File: src/rtl/taxi_input_cond_if.sv
// taxi_input_cond_if: raw sensor pins in, clean strobes and trip state out
interface taxi_input_cond_if;
    logic        pulse_port;
    logic        stat_port;
    logic        pulse_tick;
    logic        stat_tick;
    logic [1:0]  run_state;
    logic [15:0] pulse_cnt;
    logic        stalled;
    modport master(output pulse_port, stat_port, input pulse_tick, stat_tick, run_state, pulse_cnt, stalled);
    modport slave(input pulse_port, stat_port, output pulse_tick, stat_tick, run_state, pulse_cnt, stalled);
endinterface

File: src/rtl/taxi_input_cond.sv
// taxi_input_cond: synchronise/filter wheel pulse and mode key, run trip FSM, count pulses, flag stall
module taxi_input_cond #(
    parameter int PULSE_FILT   = 250,
    parameter int DEB_CYCLES   = 1_000_000,
    parameter int STALL_CYCLES = 50_000_000
) (
    input logic sys_clk,
    input logic sys_rst,
    taxi_input_cond_if.slave bus
);
    localparam int PW = $clog2(PULSE_FILT);
    localparam int DW = $clog2(DEB_CYCLES);
    localparam int TW = $clog2(STALL_CYCLES + 1);

    typedef enum logic [1:0] {IDLE = 2'b00, RUN = 2'b01, PAUSE = 2'b10} state_t;

    state_t state, state_n;
    logic p_s1, p_s2, p_filt, p_done;
    logic k_s1, k_s2, k_filt, k_done;
    logic [PW-1:0] p_cnt;
    logic [DW-1:0] k_cnt;
    logic [TW-1:0] timer, timer_n;

    assign p_done = p_s2 != p_filt && p_cnt == PW'(PULSE_FILT - 1);
    assign k_done = k_s2 != k_filt && k_cnt == DW'(DEB_CYCLES - 1);
    assign bus.run_state = state;

    // key side idles high (released), so a key held through reset still reads as a press
    always_ff @(posedge sys_clk) begin
        if (sys_rst) begin
            p_s1 <= 1'b0;
            p_s2 <= 1'b0;
            p_filt <= 1'b0;
            p_cnt <= '0;
            k_s1 <= 1'b1;
            k_s2 <= 1'b1;
            k_filt <= 1'b1;
            k_cnt <= '0;
            bus.pulse_tick <= 1'b0;
            bus.stat_tick <= 1'b0;
        end else begin
            p_s1 <= bus.pulse_port;
            p_s2 <= p_s1;
            p_cnt <= (p_s2 == p_filt || p_done) ? '0 : p_cnt + 1'b1;
            p_filt <= p_done ? p_s2 : p_filt;
            bus.pulse_tick <= p_done && p_s2;
            k_s1 <= bus.stat_port;
            k_s2 <= k_s1;
            k_cnt <= (k_s2 == k_filt || k_done) ? '0 : k_cnt + 1'b1;
            k_filt <= k_done ? k_s2 : k_filt;
            bus.stat_tick <= k_done && !k_s2;
        end
    end

    always_ff @(posedge sys_clk) begin
        if (sys_rst) state <= IDLE;
        else state <= state_n;
    end

    always_comb begin
        state_n = state;
        timer_n = '0;
        if (bus.stat_tick) state_n = state == IDLE ? RUN : state == RUN ? PAUSE : IDLE;
        if (state == RUN && !bus.pulse_tick)
            timer_n = timer == TW'(STALL_CYCLES) ? timer : timer + 1'b1;
    end

    // count decision uses the pre-edge state, so a pulse coinciding with the pause press still counts
    always_ff @(posedge sys_clk) begin
        if (sys_rst) begin
            bus.pulse_cnt <= '0;
            timer <= '0;
            bus.stalled <= 1'b0;
        end else begin
            bus.pulse_cnt <= (bus.stat_tick && state == IDLE) ? '0 :
                             (bus.pulse_tick && state == RUN && bus.pulse_cnt != 16'hFFFF) ? bus.pulse_cnt + 1'b1 :
                             bus.pulse_cnt;
            timer <= timer_n;
            bus.stalled <= state_n == RUN && timer_n == TW'(STALL_CYCLES);
        end
    end
endmodule
File: src/flat_wrapper.sv
// flat-port wrapper written by rule: the top's interface ports become plain ports
module taxi_input_cond_flat 
#(
    parameter int PULSE_FILT   = 250,
    parameter int DEB_CYCLES   = 1_000_000,
    parameter int STALL_CYCLES = 50_000_000
)
  (sys_clk, sys_rst, bus_pulse_port, bus_stat_port, bus_pulse_tick, bus_stat_tick, bus_run_state, bus_pulse_cnt, bus_stalled);
  taxi_input_cond_if bus_i ();
  input logic sys_clk;
  input logic sys_rst;
  input wire logic [$bits(bus_i.pulse_port)-1:0] bus_pulse_port;
  input wire logic [$bits(bus_i.stat_port)-1:0] bus_stat_port;
  output wire logic [$bits(bus_i.pulse_tick)-1:0] bus_pulse_tick;
  output wire logic [$bits(bus_i.stat_tick)-1:0] bus_stat_tick;
  output wire logic [$bits(bus_i.run_state)-1:0] bus_run_state;
  output wire logic [$bits(bus_i.pulse_cnt)-1:0] bus_pulse_cnt;
  output wire logic [$bits(bus_i.stalled)-1:0] bus_stalled;
  assign bus_i.pulse_port = bus_pulse_port;
  assign bus_i.stat_port = bus_stat_port;
  assign bus_pulse_tick = bus_i.pulse_tick;
  assign bus_stat_tick = bus_i.stat_tick;
  assign bus_run_state = bus_i.run_state;
  assign bus_pulse_cnt = bus_i.pulse_cnt;
  assign bus_stalled = bus_i.stalled;
  taxi_input_cond #(.PULSE_FILT(PULSE_FILT), .DEB_CYCLES(DEB_CYCLES), .STALL_CYCLES(STALL_CYCLES)) u_core (.sys_clk(sys_clk), .sys_rst(sys_rst), .bus(bus_i));
endmodule
File: config.mk
export PLATFORM = sky130hd
export DESIGN_NAME = taxi_input_cond_flat
export DESIGN_NICKNAME = d
export VERILOG_FILES = /design/src/rtl/taxi_input_cond_if.sv /design/src/rtl/taxi_input_cond.sv /design/src/flat_wrapper.sv
export SDC_FILE = /design/constraint.sdc
export NUM_CORES = 1
export LEC_CHECK = 0
export BUFFER_PORTS_ARGS = -buffer_cell sky130_fd_sc_hd__buf_2
export CAP_MARGIN = 20
export CORE_ASPECT_RATIO = 1.2
export CORE_MARGIN = 10
export CORE_UTILIZATION = 50
export CTS_CLUSTER_SIZE = 30
export DETAILED_ROUTE_END_ITERATION = 7
export PLACE_DENSITY = 0.79
export SLEW_MARGIN = 5
export SYNTH_ARGS = -nofsm -noshare
export SYNTH_HDL_FRONTEND = slang
export SYNTH_SLANG_ARGS = --single-unit
export TNS_END_PERCENT = 5
File: constraint.sdc
create_clock -name sys_clk -period 2.12 [get_ports sys_clk]
set_clock_uncertainty 0.05 [all_clocks]
set_input_delay 0.106 -clock sys_clk [delete_from_list [all_inputs] [get_ports sys_clk]]
set_output_delay 0.106 -clock sys_clk [all_outputs]
set_load 0.005 [all_outputs]
==> results.txt <==
- # Post-CTS Setup Buffers: 0
* Count of clock tree sinks: 81
* TritonCTS clock tree: built
- In this run the worst hold path is classified as primary input to flop.
* Endpoint of the most critical register-to-register path: u_core.bus.stalled$_SDFF_PP0_
- Maximum clock rate: 478 MHz
- Slack of the worst reg-to-reg path: 30 ps
* Worst hold slack across all endpoints: 17.8 ps
- The final critical path takes up 98.7% of the cycle.
- By area the synthesized netlist is led by dfxtp_1 42%, nor2_1 8.1%, xor2_1 7.5%, xnor2_1 7.0%, nand3_1 4.1%.
- Gate family responsible for the most delay along the worst path: simple AND/OR/NAND/NOR gates
* Post-Route WL: 7.95 mm
- Async set-or-reset flop fraction in the synthesized netlist: 0%
- Synthesis handed over a netlist of 452 instances.
* CTS root buffer: clkbuf_8
* Number of max-cap violations: 0
- From synthesis to final layout, the design area changed by 16.7%.
- Crit. Startpoint: u_core.timer[6]$_SDFF_PP0_
* Clk Latency, worst-skew pair: 360 ps
* Global-route usage over all layers: 14.0%
* Netlist area before placement: 3860 µm²
- The critical path crosses 6 cells after its start point.
- Per report_power, the clock group accounts for 40.7% of the total.
- The flow ran to the end, and the final reports show no timing, DRC or antenna violations.
- Slowest CP cell: or4_4
- Of the total power, registers draw 58.3%.
- Entering global routing, the biggest net connects 26 pins.
- Avg WL per Cell: 13.3 µm
- Io pins: 25
* Prevailing post-synth register cell: dfxtp_1
- The multi-input combinational cells in the finished layout cover a total of 2200 µm².
- Category of the critical setup timing path: flop to flop
- Required time of the critical path: 2350 ps
- The synthesized netlist contains 46 unique library cells.
- IR analysis of the VDD net gives a maximum drop of 0.488 mV.
- The die is 116 µm tall.
- Total number of vias: 3,164
* Maximum buffer depth of the clock tree: 2
* Part of the power in combinational logic: 1.0%
* Number of buffer cells added on primary ports: 24
- Area share of the largest cell type after synthesis: 42.0%
- Internal power of the cells: 2.01 mW
- Final period demand of the worst path: 2090 ps
- Setup repair after global routing missed its margin: yes
- In this run the number of H-tree levels came out at 3.
- First-pass GRT wire length: 13.5 mm
- The most critical setup path has its endpoint at u_core.bus.stalled$_SDFF_PP0_.
- Number of buffers created by CTS: 9
- In this run the static leakage power is 1.62 nW.
* Arrival time worst endpoint: 2320 ps
- Via count of the first global-routing pass: 3,002
- The startpoint identified for the worst register-to-register timing path is u_core.timer[6]$_SDFF_PP0_.
- Setup violations remaining at the end of the flow were counted as 0.
* Max-slew headroom at the worst pin: 58.5%
* First-pass detailed-route iteration total: 4
- In this run the worst path has a maximum fanout of 7.
- Global routing finished with a remaining overflow of 0.
- The detail route stage leaves a number of antenna-violating nets equal to 0.
- Net switching is 23.4% of the power.
* YS warnings: 0
* Commonest cells after routing, fill and taps aside: 83 x nor2_1, 79 x dfxtp_1, 37 x nand2_1
- Initial antenna violation count: 0
- Fin. Hold Viols: 0
* Share of post-route cells with drive strength above 1: 17.6%
- STA classifies the critical path endpoint as a flop.
* Filler cell count in the final layout: 650
- Across the whole layout, storage elements account for 1620 µm².
* Slew at the pin with the worst max-slew slack: 623 ps
- Worst path buffer plus inverter count: 0
- The initial utilization of the core area, before any placement, comes to 50.7%.
- Longest individual stage delay on the worst path: 540 ps
- Clock-pin slew was measured on the worst setup and hold paths at 90 ps.
- The library cell used most frequently in the layout, excluding fill and tap cells, is nor2_1.
* Critical path cell sequence: nand4_4, nor4_4, nand4_1, xor2_1, or4_4, nor4_2
- The die is 100 µm wide.
* Remaining design rule violation count: 0
- Sum of internal, switching and leakage power: 2.62 mW
- Psw: 615 µW
- STA classifies the critical path startpoint as a flop.
* Average via count per standard cell: 5.29
- The detailed router finished its first iteration with 232 violations.
* Final max-slew violation count: 0
- A synthesized cell averages 8.54 µm².
- Area of the die: 11,700 µm²
* Count of nets after finishing: 511
- For the worst flop-to-flop path, the logic depth is 6.
- The congestion estimate from routability-driven global placement came to 0.898.
- Yosys mapped a number of flops with a built-in enable equal to 0.
- Of the synthesized area, sequential elements account for 42.0%.
* Placed wire-length estimate: 5.75 mm
* Number of synthesized register bits: 81
* N_diodes: 0
- Core region area: 7620 µm²
- Post-synthesis net count: 462
- Cell Rows: 35
- Post-synthesis cell type with the largest combined area: dfxtp_1
* Pwr dens: 582 nW/µm²
## cell usage after synthesis (2+ instances only)
cell type / n
nor4_1: 7
and4_1: 3
or2_2: 3
o21ai_0: 6
mux2i_1: 6
nor4b_1: 3
nand3b_1: 2
nor4_4: 2
nor3b_1: 2
and3_1: 10
nand2b_1: 8
xnor2_1: 31
buf_2: 3
nand4_1: 14
nand2_1: 37
xor2_1: 33
nor2b_1: 7
nor2_1: 83
clkbuf_1: 11
a21oi_1: 11
inv_1: 8
and2_1: 4
a211o_1: 2
ha_1: 6
dfxtp_1: 81
nor3_1: 11
o31ai_1: 2
nand3_1: 32
or3_1: 7
## final cells by class
class,instances,share of cell area (%)
multi-input cells,348,48.7
flip-flops and latches,81,36.0
repair buffers,53,7.88
clock buffers,10,3.05
well taps,92,2.55
clock inverters,6,1.08
inverters,8,0.666
## kinds of logic (layout without fill, tap and decap cells)
group | Yosys count | in the layout | synth area share (%)
buffers and inverters | 23 | 77 | 2.37
xor gates and xnor gates | 64 | 64 | 14.5
AOI/OAI and AO/OA | 27 | 27 | 4.50
and+or+nand+nor | 245 | 245 | 33.1
muxes | 6 | 6 | 1.56
adders and majority gates | 6 | 6 | 1.94
DFF | 81 | 81 | 42.0
## timing repair
item | 4_1_cts | 5_1_grt
resized for setup | 1 | 8
endpoints found under the hold margin | 2 | 0
setup endpoints to repair | 1 | 6
hold buffers | 2 | 0
## layer usage
| metal | routed length (µm) | share of wire, % | global-route usage, % |
|---|---|---|---|
| met3 | 270 | 3.4 | 3.20 |
| met1 | 3490 | 44 | 15.9 |
| met2 | 3940 | 50 | 23.5 |
| met4 | 238 | 3.0 | 8.21 |
| met5 | 0 | 0 | 0 |
## sequential cells by signal, indices dropped and copies added (netlist names), 2 cells and up
name,count
u_core.timer,26
u_core.p_cnt,8
u_core.k_cnt,20
u_core.bus.run_state,2
u_core.bus.pulse_cnt,16
## worst reg2reg max path, cell delays in order (launching register included)
cell and delay (ps):
dfxtp_1 440, nand4_4 210, nor4_4 330, nand4_1 140, xor2_1 180, or4_4 540, nor4_2 130
## per-stage QoR
| step | worst slack [ps] | TNS [ps] | utilization (%) | cells | instance area (µm²) |
|---|---|---|---|---|---|
| after global placement | 66.0 | 0 | 55.8 | 580 | 4250 |
| after detailed placement | -41.8 | -41.8 | 55.8 | 580 | 4250 |
| after global routing | -39.8 | -57.1 | 59.1 | 598 | 4510 |
| final | 27.7 | 0 | 59.1 | 598 | 4510 |
| after CTS | 14.0 | 0 | 58.6 | 598 | 4460 |
| after floorplan | 39.1 | 0 | - | 452 | 3860 |
## power groups by stage
stage	Clock, mW	Combinational (mW)	Sequential (mW)
detailed placement	0	0.0240	1.56
global route	1.15	0.0298	1.53
global placement	0	0.0233	1.56
floorplan	0	0.0164	1.56
CTS	1.08	0.0269	1.53
finish	1.07	0.0267	1.53
## how the worst min path moves through the flow
stage / startpoint / endpoint / slack (ps) / cells after the start
floorplan: bus_stat_port / u_core.k_s1$_SDFF_PP1_ / 160 / 1
CTS: sys_rst / u_core.p_filt$_SDFFE_PP0P_ / 20 / 2
global placement: bus_stat_port / u_core.k_s1$_SDFF_PP1_ / 240 / 2
finish: sys_rst / u_core.p_filt$_SDFFE_PP0P_ / 20 / 2
detailed placement: bus_stat_port / u_core.k_s1$_SDFF_PP1_ / 240 / 2
global route: sys_rst / u_core.p_s1$_SDFF_PP0_ / 40 / 2
Power figures use the tool's default switching activity.
